`config.mk`:
```
export PLATFORM = sky130hd
export DESIGN_NAME = botoes_debounce_flat
export DESIGN_NICKNAME = d
export VERILOG_FILES = /design/src/rtl/botoes_debounce_if.sv /design/src/rtl/botoes_debounce.sv /design/src/flat_wrapper.sv
export SDC_FILE = /design/constraint.sdc
export NUM_CORES = 1
export LEC_CHECK = 0
export CORE_MARGIN = 4
export CORE_UTILIZATION = 60
export CTS_BUF_LIST = sky130_fd_sc_hd__clkbuf_8
export DETAILED_ROUTE_END_ITERATION = 12
export HOLD_SLACK_MARGIN = 0.06
export PLACE_DENSITY = 0.92
export SYNTH_ARGS = -nofsm -noshare
export SYNTH_HDL_FRONTEND = slang
export SYNTH_SLANG_ARGS = --single-unit
```
`constraint.sdc`:
```
create_clock -name clock -period 8.5 [get_ports clock]
set_clock_uncertainty 0.1 [all_clocks]
set_input_delay 2.125 -clock clock [delete_from_list [all_inputs] [get_ports clock]]
set_output_delay 2.125 -clock clock [all_outputs]
set_load 0.05 [all_outputs]
```
`src/rtl/botoes_debounce_if.sv`:
```
// Button bus between the raw switch inputs and the debounce stage.
//   botoes_brutos : raw, asynchronous button levels (1 = pressed)
//   botoes        : debounced per-button level
//   pressionado   : one-cycle pulse per button on an accepted press
//   soltou        : one-cycle pulse per button on an accepted release
//   algum         : at least one debounced button is held
//   multiplo      : two or more debounced buttons are held
// The master modport is the side that drives the raw levels; slave is the debouncer.
interface botoes_debounce_if;
  logic [7:0] botoes_brutos;
  logic [7:0] botoes;
  logic [7:0] pressionado;
  logic [7:0] soltou;
  logic       algum;
  logic       multiplo;

  modport master (
    output botoes_brutos,
    input  botoes,
    input  pressionado,
    input  soltou,
    input  algum,
    input  multiplo
  );

  modport slave (
    input  botoes_brutos,
    output botoes,
    output pressionado,
    output soltou,
    output algum,
    output multiplo
  );
endinterface

```
`src/rtl/botoes_debounce.sv`:
```
// Debounce and synchronisation for the eight puzzle push-buttons.
// Each raw level goes through a two-flop synchroniser, then a per-button FSM that accepts a
// change only after N_DEBOUNCE consecutive cycles of the new synchronised level.
//   clock : system clock, rising edge
//   reset : asynchronous, active-high, clears all state
//   bus   : botoes_debounce_if.slave (raw inputs in; levels, pulses and flags out)
// Parameters: N_DEBOUNCE in 2..2^W-1 stable cycles; W is the per-button counter width.
module botoes_debounce #(
  parameter int unsigned N_DEBOUNCE = 10,
  parameter int unsigned W          = 4
) (
  input logic              clock,
  input logic              reset,
  botoes_debounce_if.slave bus
);

  typedef enum logic [1:0] {
    StSolto,
    StConfPress,
    StPressionado,
    StConfSolta
  } state_e;

  localparam logic [W-1:0] CntOne  = W'(1);
  localparam logic [W-1:0] CntLast = W'(N_DEBOUNCE - 1);

  logic [7:0]   s1_q, s2_q;
  logic [7:0]   botoes_q, botoes_d;
  logic [7:0]   press_q, press_d;
  logic [7:0]   solt_q, solt_d;
  logic         algum_q, algum_d;
  logic         mult_q, mult_d;
  state_e       state_q [8];
  state_e       state_d [8];
  logic [W-1:0] cnt_q   [8];
  logic [W-1:0] cnt_d   [8];

  always_comb begin
    botoes_d = botoes_q;
    press_d  = '0;
    solt_d   = '0;
    for (int i = 0; i < 8; i++) begin
      state_d[i] = state_q[i];
      cnt_d[i]   = cnt_q[i];
      case (state_q[i])
        StSolto: begin
          if (s2_q[i]) begin
            state_d[i] = StConfPress;
            cnt_d[i]   = CntOne;
          end
        end
        StConfPress: begin
          if (!s2_q[i]) begin
            state_d[i] = StSolto;
            cnt_d[i]   = '0;
          end else if (cnt_q[i] == CntLast) begin
            state_d[i]  = StPressionado;
            botoes_d[i] = 1'b1;
            press_d[i]  = 1'b1;
            cnt_d[i]    = '0;
          end else begin
            cnt_d[i] = cnt_q[i] + CntOne;
          end
        end
        StPressionado: begin
          if (!s2_q[i]) begin
            state_d[i] = StConfSolta;
            cnt_d[i]   = CntOne;
          end
        end
        StConfSolta: begin
          if (s2_q[i]) begin
            state_d[i] = StPressionado;
            cnt_d[i]   = '0;
          end else if (cnt_q[i] == CntLast) begin
            state_d[i]  = StSolto;
            botoes_d[i] = 1'b0;
            solt_d[i]   = 1'b1;
            cnt_d[i]    = '0;
          end else begin
            cnt_d[i] = cnt_q[i] + CntOne;
          end
        end
        default: begin
          state_d[i] = StSolto;
          cnt_d[i]   = '0;
        end
      endcase
    end
    algum_d = |botoes_d;
    // Clearing the lowest set bit leaves something only if two or more bits were set.
    mult_d  = |(botoes_d & (botoes_d - 8'd1));
  end

  always_ff @(posedge clock or posedge reset) begin
    if (reset) begin
      s1_q     <= '0;
      s2_q     <= '0;
      botoes_q <= '0;
      press_q  <= '0;
      solt_q   <= '0;
      algum_q  <= 1'b0;
      mult_q   <= 1'b0;
      for (int i = 0; i < 8; i++) begin
        state_q[i] <= StSolto;
        cnt_q[i]   <= '0;
      end
    end else begin
      s1_q     <= bus.botoes_brutos;
      s2_q     <= s1_q;
      botoes_q <= botoes_d;
      press_q  <= press_d;
      solt_q   <= solt_d;
      algum_q  <= algum_d;
      mult_q   <= mult_d;
      for (int i = 0; i < 8; i++) begin
        state_q[i] <= state_d[i];
        cnt_q[i]   <= cnt_d[i];
      end
    end
  end

  assign bus.botoes      = botoes_q;
  assign bus.pressionado = press_q;
  assign bus.soltou      = solt_q;
  assign bus.algum       = algum_q;
  assign bus.multiplo    = mult_q;

endmodule

```
`src/flat_wrapper.sv`:
```
// flat-port wrapper written by rule: the top's interface ports become plain ports
module botoes_debounce_flat 
#(
  parameter int unsigned N_DEBOUNCE = 10,
  parameter int unsigned W          = 4
)
  (clock, reset, bus_botoes_brutos, bus_botoes, bus_pressionado, bus_soltou, bus_algum, bus_multiplo);
  botoes_debounce_if bus_i ();
  input logic clock;
  input logic reset;
  input wire logic [$bits(bus_i.botoes_brutos)-1:0] bus_botoes_brutos;
  output wire logic [$bits(bus_i.botoes)-1:0] bus_botoes;
  output wire logic [$bits(bus_i.pressionado)-1:0] bus_pressionado;
  output wire logic [$bits(bus_i.soltou)-1:0] bus_soltou;
  output wire logic [$bits(bus_i.algum)-1:0] bus_algum;
  output wire logic [$bits(bus_i.multiplo)-1:0] bus_multiplo;
  assign bus_i.botoes_brutos = bus_botoes_brutos;
  assign bus_botoes = bus_i.botoes;
  assign bus_pressionado = bus_i.pressionado;
  assign bus_soltou = bus_i.soltou;
  assign bus_algum = bus_i.algum;
  assign bus_multiplo = bus_i.multiplo;
  botoes_debounce #(.N_DEBOUNCE(N_DEBOUNCE), .W(W)) u_core (.clock(clock), .reset(reset), .bus(bus_i));
endmodule
```
==> results.yml <==
finish:
  layout-drive-gt1-share_pct: 5.47
  synthToLayoutAreaGrowth_pct: 15.7
  antenna_cells: 0
  fin_util_pct: 71.2
  final_cell_area_sq_um: 4500
  layout.nets: 419
clock_tree:
  cts_tree: "yes"
  cts_root_buf: "clkbuf_8"
  postCtsSetupBuffers: 0
  cts_hold_buffers: 0
  clockBufferDepth: 2
  post_cts_resized: 0
  htreeDepth: 3
  clock-sinks: 90
  cts_buffers: 9
  clkLatencyLatePin_ns: 0.36
  cts.clk_slew.worst_paths_ns: 0.08
setup_path:
  cp_max_fo: 3
  endpoint_kind: "primary output"
  max_stage_delay_ns: 0.81
  crit_chain: "clkdlybuf4s50_1"
  worstSetupPathType: "flop to primary output"
  critPathTopFamily: "buffers and inverters"
  arrival_ns: 1.55
  required_ns: 6.28
  cp-start-kind: "flop"
  crit_buf_inv: 1
  cp_slowest_cell: "clkdlybuf4s50_1"
min_path:
  hp-class: "flop to flop"
sta:
  max_freq_mhz: 265
  finalSetupTns_ns: 0
  tightest_slew_ns: 1.07
  min_period_ns: 3.78
  slew_headroom_pct: 28.4
  fin_ws_ns: 4.72
  setup_violations: 0
  hold_viol: 0
  rsz0062_at_grt: "false"
  final_max_slew_viol_count: 0
  fin_crit_sh_pct: 44.4
synth:
  synth_top_area_share_pct: 58.0
  synthesis.area_sq_um: 3890
  syn-num-nets: 379
  synth-main-ff-cell: "dfrtp_1"
  synth_most_common_cell: "dfrtp_1"
  synth_common_cells: "dfrtp_1, nand2_1, inv_1"
  yosysWarningCount: 0
  ys_top_cells_by_area: "dfrtp_1, ha_1, nand2_1, xnor2_1, o21ai_0"
  yosysTopAreaCell: "dfrtp_1"
  synth-edff-count: 0
  avgSynthCellArea_sq_um: 10.9
  ys_types: 44
  yosys_register_bits: 90
  synth-seq-area-share_pct: 58.0
  synth_cells: 357
  synthArstFlopShare_pct: 100
placed_design:
  place_ws_ns: 4.81
  dp_hpwl_mm: 4.75
  place_area_sq_um: 4310
  io_buffers: 35
  place_congestion: 0.832
route:
  drt-total-wl_mm: 6.76
  antenna_left: 0
  vias_per_cell: 5.66
  dr.pass1.iters: 4
  via_count: 2713
  drt_iter0_markers: 158
  wl_per_cell_um: 14.1
  drc: 0
global_route:
  grt_max_degree: 91
  grt_pass1_vias: 2688
  grt-ovfl-total: 0
  grt_pass1_wl_mm: 11.8
  grt_antenna_before_repair: 0
  track_usage_pct: 19.7
die:
  core_sq_um: 6310
  pin_count: 36
  die-width_um: 88.5
  die_y_um: 88.5
  die_area_sq_um: 7830
  start_util_pct: 61.6
  rows: 29
run:
  maxCapViolations: 0
pwr:
  peakVddDrop_v: 0.000145
  power.leakage_uw: 0.00194
  powerDensity_nw_per_um2: 192
status:
  status: "finished, final reports clean"
## cells by family (layout without fill, tap and decap cells)
| logic type | Yosys count | after routing | synth area share (%) |
|---|---|---|---|
| and+or+nand+nor | 127 | 127 | 17.3 |
| DFF | 90 | 90 | 58.0 |
| AOI/OAI and AO/OA | 72 | 72 | 11.9 |
| buffers and inverters | 31 | 76 | 3.06 |
| xor gates and xnor gates | 20 | 20 | 4.51 |
| adders and majority gates | 12 | 12 | 3.86 |
| muxes | 5 | 5 | 1.35 |
## routing by layer
metal  share of wire [%]  global-route usage [%]  up-vias
met1                  43                    24.4     1327
met4                 1.7                    6.87        0
met2                  50                    32.8       64
li1                    -                       -     1312
met5                   0                       0        -
met3                 4.9                    6.24       10
## flip-flops by register name, indices dropped and copies added (netlist names), named ones only
name / count
u_core.bus.botoes: 8
u_core.bus.multiplo: 1
u_core.bus.soltou: 8
u_core.s2_q: 8
u_core.state_q: 8
u_core.s1_q: 8
u_core.cnt_q: 32
u_core.bus.pressionado: 8
u_core.bus.algum: 1
## final cells by class
| class | instances | area (sq um) |
|---|---|---|
| clock buffer | 12 | 165 |
| clock inverter | 4 | 17.5 |
| fill | 469 | 1820 |
| inverter | 24 | 91.3 |
| multi-input combinational | 236 | 1520 |
| sequential | 90 | 2250 |
| tap | 77 | 96.3 |
| timing repair buffer | 36 | 358 |
## through the flow
| stage | hold WS, ns | total power [uW] | cells |
|---|---|---|---|
| floorplan | 0.231 | 576 | 357 |
| global placement | 0.233 | 596 | 463 |
| detailed placement | 0.235 | 607 | 463 |
| CTS | 0.252 | 874 | 479 |
| global route | 0.271 | 913 | 479 |
| finish | 0.250 | 863 | 479 |
## worst paths after layout
check                           slack [ns]            startpoint             endpoint  depth (start not counted)
worst min-delay path                  0.25        u_core.s1_q[0]       u_core.s2_q[0]                          0
worst max-delay path                  4.72  u_core.bus.botoes[6]        bus_botoes[6]                          1
min in group asynchronous             2.34                 reset       u_core.s1_q[3]                          3
max in group asynchronous             5.29                 reset      u_core.cnt_q[9]                          3
worst max register to register        6.00      u_core.cnt_q[13]  u_core.bus.multiplo                          8
worst min register to register        0.25        u_core.s1_q[0]       u_core.s2_q[0]                          0
## report_power, final
part	switching [uW]	total (uW)	internal, uW
combinational	55.9	104	47.8
sequential	37.8	495	457
clock	137	264	127
total	231	863	632
## placed cells by master, fill, tap and decap left out, types with 6 or more instances in the layout
master           instances
a21oi_1                 14
nand2_1                 40
ha_1                    12
nand3_1                 12
o21ai_0                 18
o22ai_1                 11
xor2_1                   7
dfrtp_1                 90
nor3_1                   7
o21a_1                   6
nor2_1                  21
xnor2_1                 13
inv_1                   25
clkbuf_8                12
clkdlybuf4s50_1         35
nor3b_1                 12
nand2b_1                 6
nand4b_1                 6
No activity file was read; power rests on OpenSTA's default activity.
==> variant, RTL diff (same settings) <==
`s1_q` and `s2_q` no longer have a reset.
--- a/src/rtl/botoes_debounce.sv
+++ b/src/rtl/botoes_debounce.sv
@@ -95,6 +95,4 @@
   always_ff @(posedge clock or posedge reset) begin
     if (reset) begin
-      s1_q     <= '0;
-      s2_q     <= '0;
       botoes_q <= '0;
       press_q  <= '0;
@@ -107,6 +105,4 @@
       end
     end else begin
-      s1_q     <= bus.botoes_brutos;
-      s2_q     <= s1_q;
       botoes_q <= botoes_d;
       press_q  <= press_d;
@@ -121,4 +117,9 @@
   end
 
+  always_ff @(posedge clock) begin
+    s1_q <= bus.botoes_brutos;
+    s2_q <= s1_q;
+  end
+
   assign bus.botoes      = botoes_q;
   assign bus.pressionado = press_q;
Function: same outputs for any inputs over 10 cycles, from zero or initial values and one cycle with reset high; that may be too few to reach the edited logic, so the function may still have changed.
==> variant against the unedited design <==
- worst setup slack got worse by 0.015 ns
- area after synthesis rose by 0.29%
- critical path type unchanged
- worst hold slack got worse by 0.021 ns
- power rose by 14%
- routed wire length rose by 7.9%
- via count rose by 2.8%
- sequential cell count did not move
- global-route usage rose by 0.89 points
- design area rose by 1.9%
==> variant: results (changes against the unedited design) <==
[final_layout]
drive_above_1_share=0.07196  ; was 0.05473
largest_reg_flops=32  ; unchanged
regMostFlops=u_core.cnt_q  ; unchanged
diodes=0  ; unchanged
nets=422  ; was 419

[run_status]
status=finished, final reports clean  ; unchanged

[routing]
wl_per_cell_um=15.20  ; was 14.11 µm
routed_wl_um=7295  ; was 6760 µm
dr.first_iter.drc_count=246  ; was 158
dr.pass1.iters=4  ; unchanged
dr_total_vias=2789  ; was 2713

[yosys]
synth_compound_area_frac=0.1268  ; was 0.1194
ys.flop_type=dfrtp_1  ; unchanged
seq_area_frac_synth=0.5573  ; was 0.5795
synthMuxAreaShare=0.005778  ; was 0.01352
synthXorXnorAreaFrac=0.04494  ; was 0.04507
yosys.area.top_type=dfrtp_1  ; unchanged
ys_warn_count=0  ; unchanged
synth_cell_type_count=47  ; was 44
ys_top_cells_by_area=dfrtp_1 (48%), dfxtp_1 (8.2%), ha_1 (4.5%)  ; was dfrtp_1 (58%), ha_1 (3.9%), nand2_1 (3.9%)
synth-async-reset-ratio=0.8222  ; was 1.000
synth_adder_area_share=0.04751  ; was 0.03863
synth_top_cells_by_count=dfrtp_1 (74), nand2_1 (42), o21ai_0 (23)  ; was dfrtp_1 (90), nand2_1 (40), inv_1 (24)
syn-num-nets=380  ; was 379
synth_area_per_cell_um2=10.95  ; was 10.89 µm²

[cts]
postCtsSetupRepairBufs=0  ; unchanged
cts_buffers=9  ; unchanged
htreeDepth=3  ; unchanged
clockBufferDepth=2  ; unchanged
ctsResizeCount=0  ; unchanged
clock_latency_ns=0.35
cts_root_buf=clkbuf_8  ; unchanged
clkTransAtPathRegs_ns=0.09

[worst_setup_path]
rr_endpoint=u_core.bus.multiplo  ; unchanged
r2r_slack_ns=6.03  ; was 6.00 ns
slowest_delay_ns=0.82
crit_slowest_cell=clkdlybuf4s50_1  ; unchanged
crit_arrival_ns=1.57  ; was 1.55 ns
cp_max_fo=3  ; unchanged
cp_top_family=buffers and inverters  ; unchanged
reg2reg_from=u_core.cnt_q[17]  ; was u_core.cnt_q[13]

[hold_path]
min_path_type=reg2reg  ; unchanged
hold_depth=0  ; unchanged
hold_start=u_core.s1_q[1]  ; was u_core.s1_q[0]
holdPathEnd=u_core.s2_q[1]  ; was u_core.s2_q[0]

[global_route]
grt_antenna_before_repair=0  ; unchanged
grt_max_degree=75  ; was 91
grt_pass1_wl_um=12480  ; was 11810 µm
grt_pass1_vias=2755  ; was 2688
grt.total_usage=0.2059  ; was 0.1970

[pwr]
p_leak_nw=2.072  ; was 1.943 nW
max-vdd-ir-drop_mv=0.1772  ; was 0.1450 mV

[placement]
dp_cells=464  ; was 463
port_buffers=35  ; unchanged
place.gp.congestion=0.7793  ; was 0.8317
hpwl_um=4919  ; was 4751 µm

[timing]
setup_violations=0  ; unchanged
whs_ns=0.2298  ; was 0.2505 ns
tightest_slew_ns=0.8796  ; was 1.074 ns

## variant: cell types whose count changed in the layout (fill, tap and decap cells not counted), moves of 5 or more
cell	unedited run	this run
a21oi_1	14	19
dfrtp_1	90	74
dfxtp_1	0	16
inv_1	25	17
nand3b_1	4	10
o21ai_0	18	23
o31ai_1	4	12
## variant: cells by family (layout without fill, tap and decap cells)
logic type                 count (synthesis)  after routing
xor gates and xnor gates                  20             20
and+or+nand+nor                          129            129
DFF                                       90             90
muxes                                      2              2
AOI/OAI and AO/OA                         78             78
buffers and inverters                     22             69
adders and majority gates                 15             15
## variant: per-layer routing
metal	global-route usage	wire length, µm	share of wire
met5	0	0	0
met4	0.05357	75	0.010
met3	0.06425	371	0.051
met2	0.3549	3699	0.51
met1	0.2521	3148	0.43
## variant: where the power goes
group | leakage (nW) | switching [W] | internal [W]
combinational | 0.823 | 0.0000751 | 0.0000588
clock | 0.127 | 0.000141 | 0.000210
sequential | 1.12 | 0.0000416 | 0.000459
## variant: how the worst max path moves through the flow
stage | from | to | slack (ns) | depth (start not counted)
floorplan | reset | asynchronous set/reset pin | 4.39 | 1
global placement | reset | u_core.bus.botoes[7] | 5.03 | 3
detailed placement | reset | u_core.cnt_q[16] | 5.02 | 3
CTS | u_core.bus.botoes[6] | bus_botoes[6] | 4.69 | 1
global route | u_core.bus.botoes[6] | bus_botoes[6] | 4.66 | 1
finish | u_core.bus.botoes[6] | bus_botoes[6] | 4.71 | 1
## variant: layout make-up
class                      instances  area [µm²]
sequential                        90        2172
clock inverter                     5       101.3
clock buffer                      11       151.4
multi-input combinational        244        1639
tap                               77       96.34
inverter                          17       63.81
fill                             435        1732
timing repair buffer              36       357.8
## variant: through the flow
step	setup slack, ns	util	instance area (µm²)	total power [W]
final	4.708	0.7257	4582	0.0009856
after global routing	4.662	0.7257	4582	0.001037
after CTS	4.689	0.7257	4582	0.0009957
after detailed placement	5.018	0.6857	4329	0.0006396
after global placement	5.034	0.6857	4329	0.0006272
after floorplan	4.393	-	3897	0.0006013
